$ cat config.mk
export PLATFORM = sky130hd
export DESIGN_NAME = issue_scheduler_flat
export DESIGN_NICKNAME = d
export VERILOG_FILES = /design/src/rtl/issue_scheduler_if.sv /design/src/rtl/issue_scheduler.sv /design/src/flat_wrapper.sv
export SDC_FILE = /design/constraint.sdc
export NUM_CORES = 1
export LEC_CHECK = 0
export BUFFER_PORTS_ARGS = -buffer_cell sky130_fd_sc_hd__buf_2
export CORE_MARGIN = 2
export CORE_UTILIZATION = 41
export DETAILED_ROUTE_END_ITERATION = 12
export PLACE_DENSITY_LB_ADDON = 0.1
export SLEW_MARGIN = 5
export SYNTH_ARGS = -nofsm -noshare
export SYNTH_HDL_FRONTEND = slang
export SYNTH_SLANG_ARGS = --single-unit
$ cat constraint.sdc
create_clock -name clk -period 9.6 [get_ports clk]
set_clock_uncertainty 0.2 [all_clocks]
set_input_delay 0.48 -clock clk [delete_from_list [all_inputs] [get_ports clk]]
set_output_delay 0.48 -clock clk [all_outputs]
set_load 0.005 [all_outputs]
$ cat src/rtl/issue_scheduler_if.sv
// Handshake bundle between the issue scheduler and its allocate/issue/complete neighbours.
// The slave modport is the scheduler's view; master is the surrounding pipeline.
interface issue_scheduler_if #(
    parameter int unsigned bs = 16
) ();
    localparam int unsigned bs_bits = $clog2(bs);

    logic               alloc_valid;
    logic               alloc_ready;
    logic [bs-1:0]      alloc_dep;
    logic [bs_bits-1:0] alloc_idx;
    logic               issue_valid;
    logic               issue_ready;
    logic [bs_bits-1:0] issue_idx;
    logic               cmpl_valid;
    logic [bs_bits-1:0] cmpl_idx;
    logic               flush;
    logic [bs_bits:0]   occupancy;

    modport slave (
        input  alloc_valid, alloc_dep, issue_ready, cmpl_valid, cmpl_idx, flush,
        output alloc_ready, alloc_idx, issue_valid, issue_idx, occupancy
    );

    modport master (
        output alloc_valid, alloc_dep, issue_ready, cmpl_valid, cmpl_idx, flush,
        input  alloc_ready, alloc_idx, issue_valid, issue_idx, occupancy
    );
endinterface

$ cat src/rtl/issue_scheduler.sv
// Out-of-order issue scheduler: allocates buffer slots, tracks per-slot dependency vectors,
// issues one ready slot per cycle round-robin and retires slots on completion.
module issue_scheduler #(
    parameter int unsigned bs = 16
) (
    input logic              clk,
    input logic              rst,
    issue_scheduler_if.slave bus
);
    localparam int unsigned bs_bits = $clog2(bs);

    typedef logic [bs-1:0]      vec_t;
    typedef logic [bs_bits-1:0] idx_t;
    typedef logic [bs_bits:0]   occ_t;

    vec_t                 valid_q, valid_d;
    vec_t                 issued_q, issued_d;
    logic [bs-1:0][bs-1:0] dep_q, dep_d;
    idx_t                 rr_q, rr_d;
    logic                 issue_valid_q, issue_valid_d;
    idx_t                 issue_idx_q, issue_idx_d;
    occ_t                 occ_q, occ_d;

    vec_t ready;
    vec_t cmpl_oh, alloc_oh;
    idx_t alloc_idx, pick_idx, cand;
    logic pick_found, alloc_ready, alloc_fire, cmpl_hit, load;

    always_comb begin
        ready = valid_q & ~issued_q;
        for (int k = 0; k < int'(bs); k++) begin
            if (dep_q[k] != '0) ready[k] = 1'b0;
        end

        alloc_idx = '0;
        for (int k = int'(bs) - 1; k >= 0; k--) begin
            if (!valid_q[k]) alloc_idx = idx_t'(k);
        end

        // Round-robin search starting at rr; index arithmetic wraps because bs is a power of two.
        pick_found = 1'b0;
        pick_idx   = '0;
        cand       = '0;
        for (int i = 0; i < int'(bs); i++) begin
            cand = rr_q + idx_t'(i);
            if (!pick_found && ready[cand]) begin
                pick_found = 1'b1;
                pick_idx   = cand;
            end
        end
    end

    assign alloc_ready = ~&valid_q;
    assign alloc_fire  = bus.alloc_valid & alloc_ready;
    assign cmpl_hit    = bus.cmpl_valid & valid_q[bus.cmpl_idx] & issued_q[bus.cmpl_idx];
    assign cmpl_oh     = cmpl_hit ? (vec_t'(1) << bus.cmpl_idx) : '0;
    assign alloc_oh    = vec_t'(1) << alloc_idx;
    assign load        = !issue_valid_q || bus.issue_ready;

    always_comb begin
        valid_d       = valid_q & ~cmpl_oh;
        issued_d      = issued_q & ~cmpl_oh;
        rr_d          = rr_q;
        issue_valid_d = issue_valid_q;
        issue_idx_d   = issue_idx_q;
        for (int k = 0; k < int'(bs); k++) begin
            dep_d[k] = dep_q[k] & ~cmpl_oh;
        end

        // Same-cycle completion wins over the incoming dependency bit.
        if (alloc_fire) begin
            valid_d          = valid_d | alloc_oh;
            issued_d         = issued_d & ~alloc_oh;
            dep_d[alloc_idx] = bus.alloc_dep & valid_q & ~alloc_oh & ~cmpl_oh;
        end

        if (load) begin
            issue_valid_d = pick_found;
            if (pick_found) begin
                issue_idx_d = pick_idx;
                issued_d    = issued_d | (vec_t'(1) << pick_idx);
                rr_d        = pick_idx + idx_t'(1);
            end
        end

        if (bus.flush) begin
            valid_d       = '0;
            issued_d      = '0;
            dep_d         = '0;
            issue_valid_d = 1'b0;
            rr_d          = rr_q;
        end

        occ_d = '0;
        for (int k = 0; k < int'(bs); k++) begin
            occ_d = occ_d + occ_t'(valid_d[k]);
        end
    end

    always_ff @(posedge clk or negedge rst) begin
        if (!rst) begin
            valid_q       <= '0;
            issued_q      <= '0;
            dep_q         <= '0;
            rr_q          <= '0;
            issue_valid_q <= 1'b0;
            issue_idx_q   <= '0;
            occ_q         <= '0;
        end else begin
            valid_q       <= valid_d;
            issued_q      <= issued_d;
            dep_q         <= dep_d;
            rr_q          <= rr_d;
            issue_valid_q <= issue_valid_d;
            issue_idx_q   <= issue_idx_d;
            occ_q         <= occ_d;
        end
    end

    assign bus.alloc_ready = alloc_ready;
    assign bus.alloc_idx   = alloc_idx;
    assign bus.issue_valid = issue_valid_q;
    assign bus.issue_idx   = issue_idx_q;
    assign bus.occupancy   = occ_q;
endmodule

$ cat src/flat_wrapper.sv
// flat-port wrapper written by rule: the top's interface ports become plain ports
module issue_scheduler_flat 
#(
    parameter int unsigned bs = 16
)
  (clk, rst, bus_alloc_valid, bus_alloc_dep, bus_issue_ready, bus_cmpl_valid, bus_cmpl_idx, bus_flush, bus_alloc_ready, bus_alloc_idx, bus_issue_valid, bus_issue_idx, bus_occupancy);
  issue_scheduler_if #(.bs(bs)) bus_i ();
  input logic clk;
  input logic rst;
  input wire logic [$bits(bus_i.alloc_valid)-1:0] bus_alloc_valid;
  input wire logic [$bits(bus_i.alloc_dep)-1:0] bus_alloc_dep;
  input wire logic [$bits(bus_i.issue_ready)-1:0] bus_issue_ready;
  input wire logic [$bits(bus_i.cmpl_valid)-1:0] bus_cmpl_valid;
  input wire logic [$bits(bus_i.cmpl_idx)-1:0] bus_cmpl_idx;
  input wire logic [$bits(bus_i.flush)-1:0] bus_flush;
  output wire logic [$bits(bus_i.alloc_ready)-1:0] bus_alloc_ready;
  output wire logic [$bits(bus_i.alloc_idx)-1:0] bus_alloc_idx;
  output wire logic [$bits(bus_i.issue_valid)-1:0] bus_issue_valid;
  output wire logic [$bits(bus_i.issue_idx)-1:0] bus_issue_idx;
  output wire logic [$bits(bus_i.occupancy)-1:0] bus_occupancy;
  assign bus_i.alloc_valid = bus_alloc_valid;
  assign bus_i.alloc_dep = bus_alloc_dep;
  assign bus_i.issue_ready = bus_issue_ready;
  assign bus_i.cmpl_valid = bus_cmpl_valid;
  assign bus_i.cmpl_idx = bus_cmpl_idx;
  assign bus_i.flush = bus_flush;
  assign bus_alloc_ready = bus_i.alloc_ready;
  assign bus_alloc_idx = bus_i.alloc_idx;
  assign bus_issue_valid = bus_i.issue_valid;
  assign bus_issue_idx = bus_i.issue_idx;
  assign bus_occupancy = bus_i.occupancy;
  issue_scheduler #(.bs(bs)) u_core (.clk(clk), .rst(rst), .bus(bus_i));
endmodule
==> results of run 1 <==
==> cells by family after synthesis <==
| group | share of synthesized area (%) |
|---|---|
| AND/OR/NAND/NOR | 25.6 |
| adder cells (fa/ha/maj) | 2.37 |
| flip-flops | 42.0 |
| AO/OA/AOI/OAI | 15.4 |
| XOR/XNOR | 0.828 |
| buffers and inverters | 3.87 |
| multiplexers | 9.99 |
==> worst register-to-register path, cell delays in order (launching register included) <==
cell and delay, ns:
dfrtp_1 0.32, buf_4 0.38, inv_1 0.09, buf_4 0.31, ha_1 0.35, buf_4 0.37
clkinv_1 0.61, buf_4 0.41, o32ai_1 0.46, nor2_1 0.13, nor4_4 0.63, a21oi_2 0.23
nand4_1 0.30, nor3_1 0.15, or4b_1 0.57, a22oi_1 0.31, o31ai_1 0.18, ha_1 0.23
ha_1 0.19, and3_1 0.15, a31oi_1 0.14, nor2_1 0.06
==> stage by stage <==
stage / power (mW) / hold slack (ns)
3_3_place_gp: 4.84 / 0.254
3_5_place_dp: 4.79 / 0.266
4_1_cts: 6.16 / 0.147
5_1_grt: 6.59 / 0.171
6_report: 6.24 / 0.171
2_1_floorplan: 3.81 / -0.0156
==> layout make-up <==
class / instances / area share [%]
multi-input combinational: 1615 / 49.1
sequential: 302 / 38.0
clock buffer: 49 / 5.17
tap: 585 / 3.68
timing repair buffer: 81 / 2.68
inverter: 41 / 0.773
clock inverter: 13 / 0.660
==> how the worst max path moves through the flow <==
stage	end	from	slack, ns
floorplan	u_core.bus.occupancy[4]$_DFF_PN0_	u_core.valid_q[15]$_DFF_PN0_	3.83
global placement	u_core.bus.occupancy[4]$_DFF_PN0_	u_core.valid_q[15]$_DFF_PN0_	2.81
detailed placement	u_core.bus.occupancy[4]$_DFF_PN0_	u_core.valid_q[15]$_DFF_PN0_	2.82
CTS	u_core.bus.occupancy[4]$_DFF_PN0_	u_core.valid_q[15]$_DFF_PN0_	2.79
global route	u_core.issued_q[7]$_DFF_PN0_	u_core.rr_q[0]$_DFFE_PN0P_	2.33
finish	u_core.issued_q[7]$_DFF_PN0_	u_core.rr_q[0]$_DFFE_PN0P_	2.71
==> registers in the layout, summed over array words and instances (netlist names) <==
register	flops
u_core.bus.occupancy	5
u_core.rr_q	4
u_core.valid_q	16
u_core.bus.issue_idx	4
u_core.bus.issue_valid	1
u_core.dep_q	256
u_core.issued_q	16
==> routing by layer <==
layer | share of wire, % | track usage (%) | vias up
met3 | 7.4 | 5.07 | 137
met4 | 3.8 | 11.8 | 2
li1 | - | - | 7464
met2 | 45 | 48.1 | 758
met1 | 44 | 43.4 | 8248
met5 | 0.019 | 0 | -
==> power groups by stage <==
stage | combinational [mW] | sequential, mW | clock (mW)
6_report | 3.54 | 1.33 | 1.36
2_1_floorplan | 2.45 | 1.35 | 0
5_1_grt | 3.81 | 1.34 | 1.44
4_1_cts | 3.44 | 1.33 | 1.39
3_3_place_gp | 3.48 | 1.35 | 0
3_5_place_dp | 3.43 | 1.35 | 0
==> placed cells by master, fill, tap and decap left out, types with 14 or more instances in the layout <==
cell type	synthesis	final
nor4_1	76	75
o32ai_1	21	21
a31oi_1	22	22
buf_2	13	39
buf_4	0	39
o211ai_1	17	17
nor3b_1	14	14
nand3_1	90	90
dfrtp_1	302	302
o21ai_0	55	55
nor3_1	55	55
clkbuf_16	0	36
a211oi_1	21	21
nor2_1	327	320
inv_1	38	38
mux2i_1	130	130
nand2_1	275	275
a21oi_1	170	170
and2_1	26	26
nand2b_1	20	20
mux2_2	17	17
or2_2	17	17
ha_1	18	18
==> results.sh, run 1 <==
export IMPL_cp_top_family="buffers and inverters"
export IMPL_rsz0062_at_grt="no"
export IMPL_critPathMaxFanout=39
export IMPL_synth_net_count=2148
export IMPL_drv_cap=0
export IMPL_synth_area_leaders="dfrtp_1, mux2i_1, nor2_1"
export IMPL_postCtsHoldBufs=1
export IMPL_worstPathCellList="buf_4 > inv_1 > buf_4 > ha_1 > buf_4 > clkinv_1 > buf_4 > o32ai_1 > nor2_1 > nor4_4 > a21oi_2 > nand4_1 > nor3_1 > or4b_1 > a22oi_1 > o31ai_1 > ha_1 > ha_1 > and3_1 > a31oi_1 > nor2_1"
export IMPL_post_cts_resized=0
export IMPL_coreArea_um2=43200
export IMPL_fin_tns_setup_ns=0
export IMPL_h_tree_depth=2
export IMPL_post_drt_wl_per_cell_um=25.9
export IMPL_avgSynthCellArea_um2=8.59
export IMPL_dr_pass1_iters=6
export IMPL_postRouteAntennaNets=0
export IMPL_dp_hpwl_um=48400
export IMPL_cp_start_kind="register"
export IMPL_cp_data_required_time_ns=9.81
export IMPL_intPower_mw=3.26
export IMPL_r2r_start="u_core.rr_q[0]$_DFFE_PN0P_"
export IMPL_p_leak_nw=8.26
export IMPL_netlist_top_cells_count="nor2_1, dfrtp_1, nand2_1"
export IMPL_synth_seq_area_share_pct=42.0
export IMPL_drv_slew=0
export IMPL_combPwrFrac_pct=56.8
export IMPL_grt_pass1_wl_um=104000
export IMPL_cp_slowest_cell="nor4_4"
export IMPL_synth_edf_count=0
export IMPL_diodes=0
export IMPL_antenna_found_initial=2
export IMPL_ys_ff_latch=302
export IMPL_fin_crit_ns=6.89
export IMPL_tritoncts="built"
export IMPL_grt_start_max_net_pins=181
export IMPL_fin_ws_ns=2.71
export IMPL_dp_cells=2623
export IMPL_drive_gt1_share_pct=10.0
export IMPL_ys_types=85
export IMPL_io_pins=41
export IMPL_final_util_pct=46.1
export IMPL_maxSlewHeadroom_pct=11.9
export IMPL_clock_power_share_pct=21.8
export IMPL_via_per_inst=6.18
export IMPL_clock_path_buffers=3
export IMPL_p_per_area_nw_per_um2=313
export IMPL_hp_start="bus_flush"
export IMPL_place_area_um2=18700
export IMPL_pwr_share_seq_pct=21.3
export IMPL_insertion_delay_ns=0.56
export IMPL_power_switching_mw=2.98
export IMPL_die_area_um2=45600
export IMPL_crit_cells=21
export IMPL_swShare_pct=47.8
export IMPL_rrSetupSlack_ns=2.71
export IMPL_arrival_ns=7.10
export IMPL_final_net_count=2131
export IMPL_hold_depth=2
export IMPL_clkSinkCount=302
export IMPL_seq_area_um2=7560
export IMPL_finalWeightedCongestion=0.966
export IMPL_vias=16600
export IMPL_multi_input_area_um2=9770
export IMPL_synth_top_cell_area_share_pct=42.0
export IMPL_drc_errors=0
export IMPL_min_period_over_period_pct=71.8
export IMPL_finalNonFillerCells=2686
export IMPL_synth_cells=2094
export IMPL_r2r_end="u_core.issued_q[7]$_DFF_PN0_"
export IMPL_max_freq_ghz=0.145
export IMPL_rows=76
export IMPL_grt_pass1_vias=16000
export IMPL_setup_violations_final=0
export IMPL_fillCellCount=4294
export IMPL_postCtsSetupBuffers=0
export IMPL_min_delay_worst_endpoint="u_core.dep_q[160]$_DFF_PN0_"
export IMPL_ir_drop_uv=215
export IMPL_portBuffers=40
export IMPL_die_w_um=213
export IMPL_hold_violations=0
export IMPL_yosysMostFrequentCell="nor2_1"
export IMPL_overflow=0
export IMPL_cts_clk_slew_worst_paths_ns=0.06
export IMPL_async_flop_share_pct=100
export IMPL_critPathMostFrequentCell="buf_4"
export IMPL_root_buffer="clkbuf_16"
export IMPL_syn_area_um2=18000
export IMPL_holdCritPathClass="in2reg"
export IMPL_wl_um=69700
export IMPL_start_util_pct=41.7
export IMPL_dp_slack_ns=2.82
export IMPL_path_class="reg2reg"
export IMPL_die_y_um=213
export IMPL_crit_buf_inv=6
export IMPL_ff2ff_path_depth=21
export IMPL_dr_first_iter_drc_count=1944
export IMPL_design_area_um2=19900
export IMPL_cpPeakStageDelay_ns=0.63
export IMPL_end_kind="register"
export IMPL_outcome="complete, no violations"
export IMPL_worst_pin_slew_ns=1.30
export IMPL_area_delta_synth_final_pct=10.7
export IMPL_yosys_warnings=0
export IMPL_ys_flop_type="dfrtp_1"
export IMPL_grt_usage_pct=30.9
export IMPL_cts_buffers=36
export IMPL_synth_top_cell_by_area="dfrtp_1"
Note: power is estimated with default switching activity, not from simulation.
==> inputs of run 2 (changes only) <==
==> constraint.sdc (replaced) <==
create_clock -name clk -period 5.55 [get_ports clk]
set_clock_uncertainty 0.2 [all_clocks]
set_input_delay 0.2775 -clock clk [delete_from_list [all_inputs] [get_ports clk]]
set_output_delay 0.2775 -clock clk [all_outputs]
set_load 0.005 [all_outputs]
==> results.sh, run 2 (same netlist as run 1, synthesis figures left out) <==
export IMPL_min_period_over_period_pct=97.3
export IMPL_drv_cap=0
export IMPL_diodes=0
export IMPL_root_buffer="clkbuf_16"
export IMPL_drv_slew=0
export IMPL_worst_pin_slew_ns=1.22
export IMPL_die_y_um=213
export IMPL_wl_um=70000
export IMPL_fin_crit_ns=5.40
export IMPL_postRouteAntennaNets=0
export IMPL_rrSetupSlack_ns=0.15
export IMPL_io_pins=41
export IMPL_cp_data_required_time_ns=5.82
export IMPL_drc_errors=0
export IMPL_coreArea_um2=43200
export IMPL_grt_pass1_wl_um=105000
export IMPL_reg_top3="u_core.dep_q: 256 flops, u_core.issued_q: 16 flops, u_core.valid_q: 16 flops"
export IMPL_place_area_um2=19700
export IMPL_final_net_count=2257
export IMPL_regMostFlops="u_core.dep_q"
export IMPL_r2r_start="u_core.rr_q[1]$_DFFE_PN0P_"
export IMPL_h_tree_depth=2
export IMPL_rsz0062_at_grt="no"
export IMPL_arrival_ns=5.68
export IMPL_rows=76
export IMPL_p_leak_nw=8.92
export IMPL_maxSlewHeadroom_pct=18.3
export IMPL_hp_start="bus_alloc_dep[4]"
export IMPL_die_area_um2=45600
export IMPL_vias=17000
export IMPL_end_kind="register"
export IMPL_hold_depth=5
export IMPL_dr_pass1_iters=5
export IMPL_grt_usage_pct=31.2
export IMPL_post_drt_wl_per_cell_um=24.9
export IMPL_cts_clk_slew_worst_paths_ns=0.06
export IMPL_ff2ff_path_depth=16
export IMPL_antenna_found_initial=2
export IMPL_final_common_cell="nor2_1"
export IMPL_dr_first_iter_drc_count=1737
export IMPL_area_delta_synth_final_pct=16.6
export IMPL_layout_common_cells="nor2_1, dfrtp_1, nand2_1"
export IMPL_holdCritPathClass="in2reg"
export IMPL_start_util_pct=41.7
export IMPL_outcome="complete, no violations"
export IMPL_max_freq_ghz=0.185
export IMPL_largest_reg_flops=256
export IMPL_min_delay_worst_endpoint="u_core.dep_q[228]$_DFF_PN0_"
export IMPL_via_per_inst=6.05
export IMPL_drive_gt1_share_pct=15.1
export IMPL_insertion_delay_ns=0.56
export IMPL_die_w_um=213
export IMPL_setup_violations_final=0
export IMPL_r2r_end="u_core.issued_q[12]$_DFF_PN0_"
export IMPL_ir_drop_uv=344
export IMPL_p_per_area_nw_per_um2=559
export IMPL_hold_violations=0
export IMPL_critPathMaxFanout=9
export IMPL_clock_path_buffers=3
export IMPL_cp_start_kind="register"
export IMPL_grt_start_max_net_pins=130
export IMPL_design_area_um2=21000
export IMPL_cts_buffers=36
export IMPL_portBuffers=40
export IMPL_path_class="reg2reg"
export IMPL_postCtsSetupBuffers=0
export IMPL_grt_pass1_vias=16500
export IMPL_overflow=0
export IMPL_final_util_pct=48.6
export IMPL_fillCellCount=4227
export IMPL_dp_hpwl_um=50800
export IMPL_tritoncts="built"
export IMPL_finalWeightedCongestion=0.969
export IMPL_clkSinkCount=302
run 2: cell types whose count changed in the layout (fill, tap and decap cells not counted), sizes merged:
cell / before / now
buf: 80 / 204
inv: 43 / 42
bufinv: 1 / 3
clkinv: 10 / 5
clkbuf: 49 / 51
dlygate4sd3: 1 / 3
run 2: final cells by class:
type	instances	area, um^2	area share [%]
Tap cell	585	732	3.49
Clock buffer	51	1060	5.05
Inverter	41	154	0.734
Timing Repair Buffer	207	1520	7.26
Multi-Input combinational cell	1615	9790	46.7
Sequential cell	302	7560	36.1
Clock inverter	9	154	0.734
run 2: worst max-delay path by stage:
stage / endpoint / cells after the start / startpoint / slack (ns)
3_3_place_gp: u_core.bus.occupancy[4]$_DFF_PN0_ / 20 / u_core.valid_q[11]$_DFF_PN0_ / 0.21
3_5_place_dp: u_core.bus.occupancy[4]$_DFF_PN0_ / 20 / u_core.valid_q[13]$_DFF_PN0_ / 0.14
4_1_cts: u_core.bus.occupancy[4]$_DFF_PN0_ / 20 / u_core.valid_q[13]$_DFF_PN0_ / 0.12
5_1_grt: u_core.bus.occupancy[4]$_DFF_PN0_ / 22 / u_core.valid_q[13]$_DFF_PN0_ / 0.02
2_1_floorplan: u_core.bus.occupancy[4]$_DFF_PN0_ / 23 / u_core.valid_q[15]$_DFF_PN0_ / -0.01
6_report: u_core.issued_q[12]$_DFF_PN0_ / 16 / u_core.rr_q[1]$_DFFE_PN0P_ / 0.15
run 2: power by group:
| part | switching [mW] | total, mW | internal, mW |
|---|---|---|---|
| logic | 4.28 | 6.94 | 2.66 |
| clock network | 0.980 | 2.46 | 1.47 |
| registers | 0.0454 | 2.32 | 2.27 |
| total | 5.31 | 11.7 | 6.41 |
run 2: metrics by stage:
| stage | instances | total power, mW | setup WS (ns) | hold slack, ns | TNS [ns] |
|---|---|---|---|---|---|
| 6_report | 2810 | 11.7 | 0.149 | 0.0445 | 0 |
| 3_3_place_gp | 2747 | 9.17 | 0.206 | 0.184 | 0 |
| 3_5_place_dp | 2747 | 9.18 | 0.137 | 0.177 | 0 |
| 5_1_grt | 2810 | 12.4 | 0.0191 | 0.0609 | 0 |
| 4_1_cts | 2810 | 11.7 | 0.120 | 0.0258 | 0 |
| 2_1_floorplan | 2094 | 6.59 | -0.0111 | -0.218 | -0.0111 |
run 2: what timing repair did:
action | in CTS | in global routing
setup endpoints to repair | 0 | 4
hold buffers | 3 | 0
resized for setup | 0 | 5
hold endpoints to repair | 104 | 0
run 2: critical path, cell delays in order (launching register included):
cell and delay, ns:
dfrtp_1 0.45, inv_2 0.12, ha_1 0.38, inv_1 0.34, buf_4 0.21, nor3_1 0.05
a211oi_1 0.63, nor4_1 0.19, buf_4 0.19, a211oi_1 0.28, nand4_2 0.25, buf_4 0.23
or4_1 0.54, o311a_1 0.42, and2_1 0.25, nand4b_1 0.34, a21oi_1 0.24
run 2: layer usage:
layer	global-route usage, %	up-vias	routed length [um]
li1	-	7726	-
met1	44.2	8379	31000
met2	46.6	727	30500
met3	6.25	152	5650
met4	12.8	4	2780
met5	0	-	25
